### config.mk
export PLATFORM = sky130hd
export DESIGN_NAME = expr_sequencer
export DESIGN_NICKNAME = d
export VERILOG_FILES = /design/src/rtl/expr_sequencer.sv
export SDC_FILE = /design/constraint.sdc
export NUM_CORES = 1
export LEC_CHECK = 0
export ABC_AREA = 1
export CAP_MARGIN = 10
export CORE_AREA = 2 2 39 41
export CTS_BUF_LIST = sky130_fd_sc_hd__clkbuf_4
export CTS_CLUSTER_DIAMETER = 80
export CTS_CLUSTER_SIZE = 28
export DETAILED_ROUTE_END_ITERATION = 7
export DIE_AREA = 0 0 41 43
export DONT_BUFFER_PORTS = 1
export HOLD_SLACK_MARGIN = 0.1
export PLACE_DENSITY_LB_ADDON = 0.1
export SLEW_MARGIN = 20
export SYNTH_ARGS = -nofsm -noshare
export SYNTH_HDL_FRONTEND = slang
export SYNTH_SLANG_ARGS = --single-unit
### constraint.sdc
create_clock -name clk -period 2.1 [get_ports clk]
set_input_delay 0.21 -clock clk [delete_from_list [all_inputs] [get_ports clk]]
set_output_delay 0.21 -clock clk [all_outputs]
set_load 0.05 [all_outputs]
### src/rtl/expr_sequencer.sv
// Moore control FSM that sequences the expression-solver datapath through
// S = (A*X + B)*X + C by Horner's rule, with start/busy/done handshake.
module expr_sequencer #(
    parameter bit OVF_ABORT = 1'b1
) (
    input  logic       clk,
    input  logic       rst,
    input  logic       start,
    input  logic       zero,
    input  logic       overflow,
    output logic       busy,
    output logic       done,
    output logic       ovf_err,
    output logic       res_zero,
    output logic       LX,
    output logic       LS,
    output logic       LH,
    output logic       H,
    output logic [1:0] M0,
    output logic [1:0] M1,
    output logic [1:0] M2
);

    typedef enum logic [2:0] {
        S_IDLE,
        S_CLR,
        S_MUL1,
        S_ADD1,
        S_MUL2,
        S_ADD2,
        S_DONE
    } state_t;

    state_t state_q, state_d;
    logic   ovf_err_q, ovf_err_d;
    logic   res_zero_q, res_zero_d;

    always_ff @(posedge clk) begin
        if (rst) begin
            state_q    <= S_IDLE;
            ovf_err_q  <= 1'b0;
            res_zero_q <= 1'b0;
        end else begin
            state_q    <= state_d;
            ovf_err_q  <= ovf_err_d;
            res_zero_q <= res_zero_d;
        end
    end

    always_comb begin
        state_d    = state_q;
        ovf_err_d  = ovf_err_q;
        res_zero_d = res_zero_q;
        busy       = 1'b1;
        done       = 1'b0;
        LX         = 1'b0;
        LS         = 1'b0;
        LH         = 1'b0;
        H          = 1'b0;
        M0         = 2'b00;
        M1         = 2'b00;
        M2         = 2'b00;

        case (state_q)
            S_IDLE: begin
                busy = 1'b0;
                if (start) begin
                    ovf_err_d  = 1'b0;
                    res_zero_d = 1'b0;
                    state_d    = S_CLR;
                end
            end
            S_CLR: begin
                LX      = 1'b1;
                LS      = 1'b1;
                M2      = 2'b01;
                state_d = S_MUL1;
            end
            S_MUL1: begin
                LS      = 1'b1;
                H       = 1'b1;
                M0      = 2'b01;
                M1      = 2'b01;
                M2      = 2'b01;
                state_d = S_ADD1;
            end
            S_ADD1: begin
                LS      = 1'b1;
                M0      = 2'b10;
                M1      = 2'b10;
                M2      = 2'b01;
                state_d = S_MUL2;
            end
            S_MUL2: begin
                LS      = 1'b1;
                H       = 1'b1;
                M1      = 2'b01;
                state_d = S_ADD2;
            end
            S_ADD2: begin
                LS      = 1'b1;
                M0      = 2'b11;
                M1      = 2'b10;
                M2      = 2'b01;
                state_d = S_DONE;
            end
            S_DONE: begin
                done       = 1'b1;
                res_zero_d = zero;
                state_d    = S_IDLE;
            end
            default: begin
                busy    = 1'b0;
                state_d = S_IDLE;
            end
        endcase

        // Only the four arithmetic steps can raise the error; S still loads that cycle.
        if ((state_q == S_MUL1 || state_q == S_ADD1 ||
             state_q == S_MUL2 || state_q == S_ADD2) && overflow) begin
            ovf_err_d = 1'b1;
            if (OVF_ABORT) state_d = S_DONE;
        end
    end

    assign ovf_err  = ovf_err_q;
    assign res_zero = res_zero_q;

endmodule

==> results of run 1 <==
cells in the final DEF, fill, tap and decap left out:
cell type	instances
a21oi_1	6
a21oi_2	1
buf_4	5
clkbuf_4	4
conb_1	2
dfxtp_1	5
dlygate4sd3_1	1
ha_1	2
inv_1	9
inv_2	2
nand2_1	13
nand2_2	2
nand3_1	4
nor2_1	3
nor2_2	1
o21ai_0	1
o21ai_1	4
cell families (layout without fill, tap and decap cells):
logic type,Yosys count,in the layout
AOI/OAI and AO/OA,12,12
adders and majority gates,2,2
buffers and inverters,14,21
DFF,5,5
other,1,2
and+or+nand+nor,23,23
worst max-delay path: cells and delay by family, from the launching register on:
kind	cells	cell delay, ns
flip-flops	1	0.46
buffers and inverters	2	0.16
AND/OR/NAND/NOR	1	0.41
adder cells (fa/ha/maj)	1	0.20
registers in the layout (all words and copies together) (netlist names):
register  cells
res_zero      1
ovf_err       1
state_q       3
metrics by stage:
stage	hold slack (ns)	instances	worst slack (ns)	util, %
after floorplan	0.272	58	0.257	-
after global placement	0.275	76	0.675	28.5
after detailed placement	0.274	76	0.653	28.5
after CTS	0.109	81	0.391	31.4
after global routing	0.125	81	0.309	31.4
final	0.107	81	0.401	31.4
cell type report:
class / instances / area share, %
Tap cell: 16 / 4.61
Clock buffer: 4 / 6.92
Timing Repair Buffer: 6 / 11.0
Inverter: 11 / 9.51
Sequential cell: 5 / 23.1
Multi-Input combinational cell: 39 / 45.0
final timing paths:
path,start,endpoint,slack (ns)
setup / recovery,state_q[1],busy,0.40
hold / removal,rst,state_q[2],0.11
setup reg to reg,state_q[1],state_q[0],0.80
hold reg to reg,state_q[0],state_q[1],0.65
routing by layer:
| layer | global-route usage (%) | up-vias | wire length [um] |
|---|---|---|---|
| li1 | - | 188 | - |
| met1 | 11.0 | 151 | 338 |
| met2 | 13.8 | 11 | 365 |
| met3 | 4.71 | 0 | 61 |
| met4 | 8.00 | 0 | 0 |
| met5 | 0 | - | 0 |
==> results.py, run 1 <==
metrics = {
    "yosys": {
        "synth_area_leaders": "dfxtp_1 (28%), nand2_1 (14%), inv_1 (9.5%)",
        "synth_xor_area_share_pct": 0,
        "yosysTopAreaCellShare_pct": 28.2,
        "synth_mux_area_share_pct": 0,
        "synth_fa_ha_area_share_pct": 7.04,
        "synth_cells": 57,
        "yosysMostFrequentCell": "nand2_1",
        "synth_edf_count": 0,
        "synth_area_per_cell_um2": 6.23,
        "synth_cell_types": 15,
        "seq_area_frac_synth_pct": 28.2,
        "synthSimpleGateAreaFrac_pct": 27.8,
        "ys_seq_elements": 5,
        "synth_area_um2": 355,
        "yosysTopAreaCell": "dfxtp_1",
        "yosysWarningCount": 0,
        "ys_async_sr_fraction_pct": 0,
        "synth_commonest_cells": "nand2_1 (13), inv_1 (9), a21oi_1 (6)",
        "synth_top_family_by_area": "simple AND/OR/NAND/NOR gates",
        "synth_compound_area_share_pct": 18.0,
        "synth_flop_cell": "dfxtp_1",
    },
    "layout": {
        "n_fill_cell": 161,
        "regArea_um2": 100,
        "final_area_um2": 434,
        "multi_input_area_um2": 195,
        "nNetsFinal": 73,
        "diodes": 0,
        "syn_to_final_growth_pct": 22.2,
        "drive_gt1_share_pct": 23.1,
    },
    "floorplan": {
        "die_area_um2": 1760,
        "die_w_um": 41,
        "pin_count": 19,
        "row_count": 14,
        "core_area_um2": 1380,
        "fp.dieH_um": 43,
        "initial_utilization_pct": 25.7,
    },
    "global_route": {
        "grt_max_degree": 11,
        "globalRouteOverflowTotal": 0,
        "grt_pass1_vias": 308,
        "antenna_found_initial": 0,
        "grtUsageTotal_pct": 9.95,
        "grt_pass1_wl_um": 1170,
    },
    "placement": {
        "hpwl_um": 603,
        "port_buffers": 0,
        "place_congestion": 0.616,
        "dpl_cell_area_um2": 394,
    },
    "timing": {
        "finalCriticalPeriod_ns": 1.70,
        "hold_viol_final": 0,
        "tns_ns": 0,
        "drv_slew": 0,
        "fin_skew_ns": 0.000418,
        "slew_headroom_pct": 64.5,
        "worstMarginPinSlew_ns": 0.532,
        "rsz0062_at_grt": "false",
        "setup_viol": 0,
        "max_freq_ghz": 0.588,
        "period_share_pct": 80.9,
    },
    "detailed_routing": {
        "antenna_left": 0,
        "vias": 350,
        "drc": 0,
        "vias_per_cell": 4.32,
        "firstDrtPassIters": 3,
        "finalWirelength_um": 765,
        "wl_per_cell_um": 9.44,
        "drt_iter0_drc": 3,
    },
    "setup_path": {
        "start_kind": "flip-flop",
        "cp_slowest_cell": "dfxtp_1",
        "required_ns": 1.89,
        "crit_type": "flip-flop to output port",
        "crit_path_end_kind": "output port",
        "rr_worst_depth": 6,
        "worstPathMaxFanout": 8,
        "critPathMaxStageDelay_ns": 0.46,
        "path_cells": "inv_2, ha_1, inv_1, nand3_1",
        "arrival_ns": 1.49,
    },
    "cts": {
        "post_cts_buffers": 0,
        "ctsLongestPathBuffers": 2,
        "clock-sinks": 5,
        "postCtsHoldBufs": 1,
        "cts_tree": "yes",
        "cts-root-buf": "clkbuf_4",
        "insertion_delay_ns": 0.24,
        "cts_buffers": 3,
        "cts.reportedPaths.clkPinSlew_ns": 0.04,
        "ctsResizeCount": 0,
        "htreeDepth": 1,
    },
    "status": {
        "status": "finished, final reports clean",
    },
    "job": {
        "drv_cap": 0,
    },
    "min_path": {
        "hold_path_depth": 3,
        "hold_path_class": "primary input to flip-flop",
    },
}
Power of run 1 is not shown: default switching activity piles up to over one toggle a cycle in this logic, so the estimate is an artifact.
==> run 2: changes to the inputs <==
clock period = 1.6 ns   (was 2.1 ns; I/O delays follow)
==> results.py, run 2 (same netlist as run 1, synthesis figures left out) <==
metrics = {
    "global_route": {
        "grt_pass1_vias": 326,
        "grt_max_degree": 8,
        "grtUsageTotal_pct": 11.0,
        "grt_pass1_wl_um": 1280,
        "globalRouteOverflowTotal": 0,
        "antenna_found_initial": 0,
    },
    "setup_path": {
        "arrival_ns": 1.37,
        "cp_slowest_cell": "dfxtp_1",
        "crit_type": "flip-flop to output port",
        "crit_path_end_kind": "output port",
        "path_cells": "inv_2, nor2_1, o21ai_1, inv_1",
        "rrSetupSlack_ns": 0.33,
        "critPathMaxStageDelay_ns": 0.46,
        "rr_worst_depth": 7,
        "worstPathMaxFanout": 7,
        "start_kind": "flip-flop",
        "required_ns": 1.44,
    },
    "layout": {
        "final_area_um2": 469,
        "drive_gt1_share_pct": 26.5,
        "layout_common_cells": "nand2_1 (13), inv_1 (9), buf_4 (7), a21oi_1 (6), dfxtp_1 (5)",
        "n_fill_cell": 164,
        "nNetsFinal": 76,
        "mostFrequentLayoutCell": "nand2_1",
        "syn_to_final_growth_pct": 32.0,
        "largest_reg_flops": 3,
        "top_register": "state_q",
        "diodes": 0,
        "regArea_um2": 100,
        "fin_cells": 84,
        "multi_input_area_um2": 195,
    },
    "cts": {
        "clock-sinks": 5,
        "ctsLongestPathBuffers": 2,
        "insertion_delay_ns": 0.24,
        "cts_tree": "yes",
        "htreeDepth": 1,
        "ctsResizeCount": 0,
        "cts_buffers": 3,
        "cts.reportedPaths.clkPinSlew_ns": 0.04,
        "cts-root-buf": "clkbuf_4",
    },
    "floorplan": {
        "row_count": 14,
        "pin_count": 19,
        "die_area_um2": 1760,
        "initial_utilization_pct": 25.7,
        "fp.dieH_um": 43,
        "die_w_um": 41,
        "core_area_um2": 1380,
    },
    "detailed_routing": {
        "wl_per_cell_um": 9.74,
        "drt_iter0_drc": 2,
        "firstDrtPassIters": 3,
        "finalWirelength_um": 818,
        "vias_per_cell": 4.36,
        "vias": 366,
        "drc": 0,
        "antenna_left": 0,
    },
    "min_path": {
        "hold_path_class": "primary input to flip-flop",
        "hold_path_depth": 2,
    },
    "timing": {
        "tns_ns": 0,
        "finalCriticalPeriod_ns": 1.53,
        "setup_viol": 0,
        "worstMarginPinSlew_ns": 0.507,
        "hold_viol_final": 0,
        "holdWs_ns": 0.108,
        "rsz0062_at_grt": "true",
        "fin_skew_ns": 0.00232,
        "period_share_pct": 95.8,
        "drv_slew": 0,
        "slew_headroom_pct": 66.2,
        "max_freq_ghz": 0.652,
    },
    "placement": {
        "port_buffers": 0,
        "place_congestion": 0.668,
        "dpl_cell_area_um2": 429,
        "dp_cells": 79,
        "hpwl_um": 683,
    },
    "status": {
        "status": "finished, final reports clean",
    },
    "job": {
        "drv_cap": 0,
    },
}
==> run 2: stage by stage <==
| stage | utilization [%] | setup slack [ns] |
|---|---|---|
| 6_report | 33.9 | 0.0668 |
| 5_1_grt | 33.9 | -0.00900 |
| 4_1_cts | 33.9 | 0.0505 |
| 3_5_place_dp | 31.0 | 0.308 |
| 3_3_place_gp | 31.0 | 0.318 |
| 2_1_floorplan | - | 0.0382 |
==> run 2: final cells by class <==
cell class,instances,share of cell area (%)
Tap cell,16,4.27
Timing Repair Buffer,9,17.6
Inverter,11,8.80
Clock buffer,4,6.40
Sequential cell,5,21.3
Multi-Input combinational cell,39,41.6
==> run 2: repair_timing <==
| action | 4_1_cts | 5_1_grt |
|---|---|---|
| buffers inserted | 0 | 0 |
| hold buffers | 1 | 0 |
| endpoints found under the setup margin | 0 | 2 |
| hold endpoints to repair | 4 | 0 |
==> run 2: final timing paths <==
path / start / endpoint
hold reg to reg: state_q[1] / res_zero
hold / removal: start / state_q[0]
setup / recovery: state_q[2] / M1[0]
setup reg to reg: state_q[1] / state_q[2]
==> run 2: critical path, delay by kind of cell, from the launching register on <==
kind,cells,cell delay (ns)
simple gates,1,0.13
flops,1,0.46
buf+inv,2,0.41
compound gates,1,0.13
==> run 2: layer usage <==
layer	wire [um]	vias up	GRT usage [%]
met4	8	0	8.00
met5	0	-	0
li1	-	198	-
met1	366	156	12.3
met2	392	10	16.3
met3	50	2	3.66
Power of run 2 is left out for the same reason.
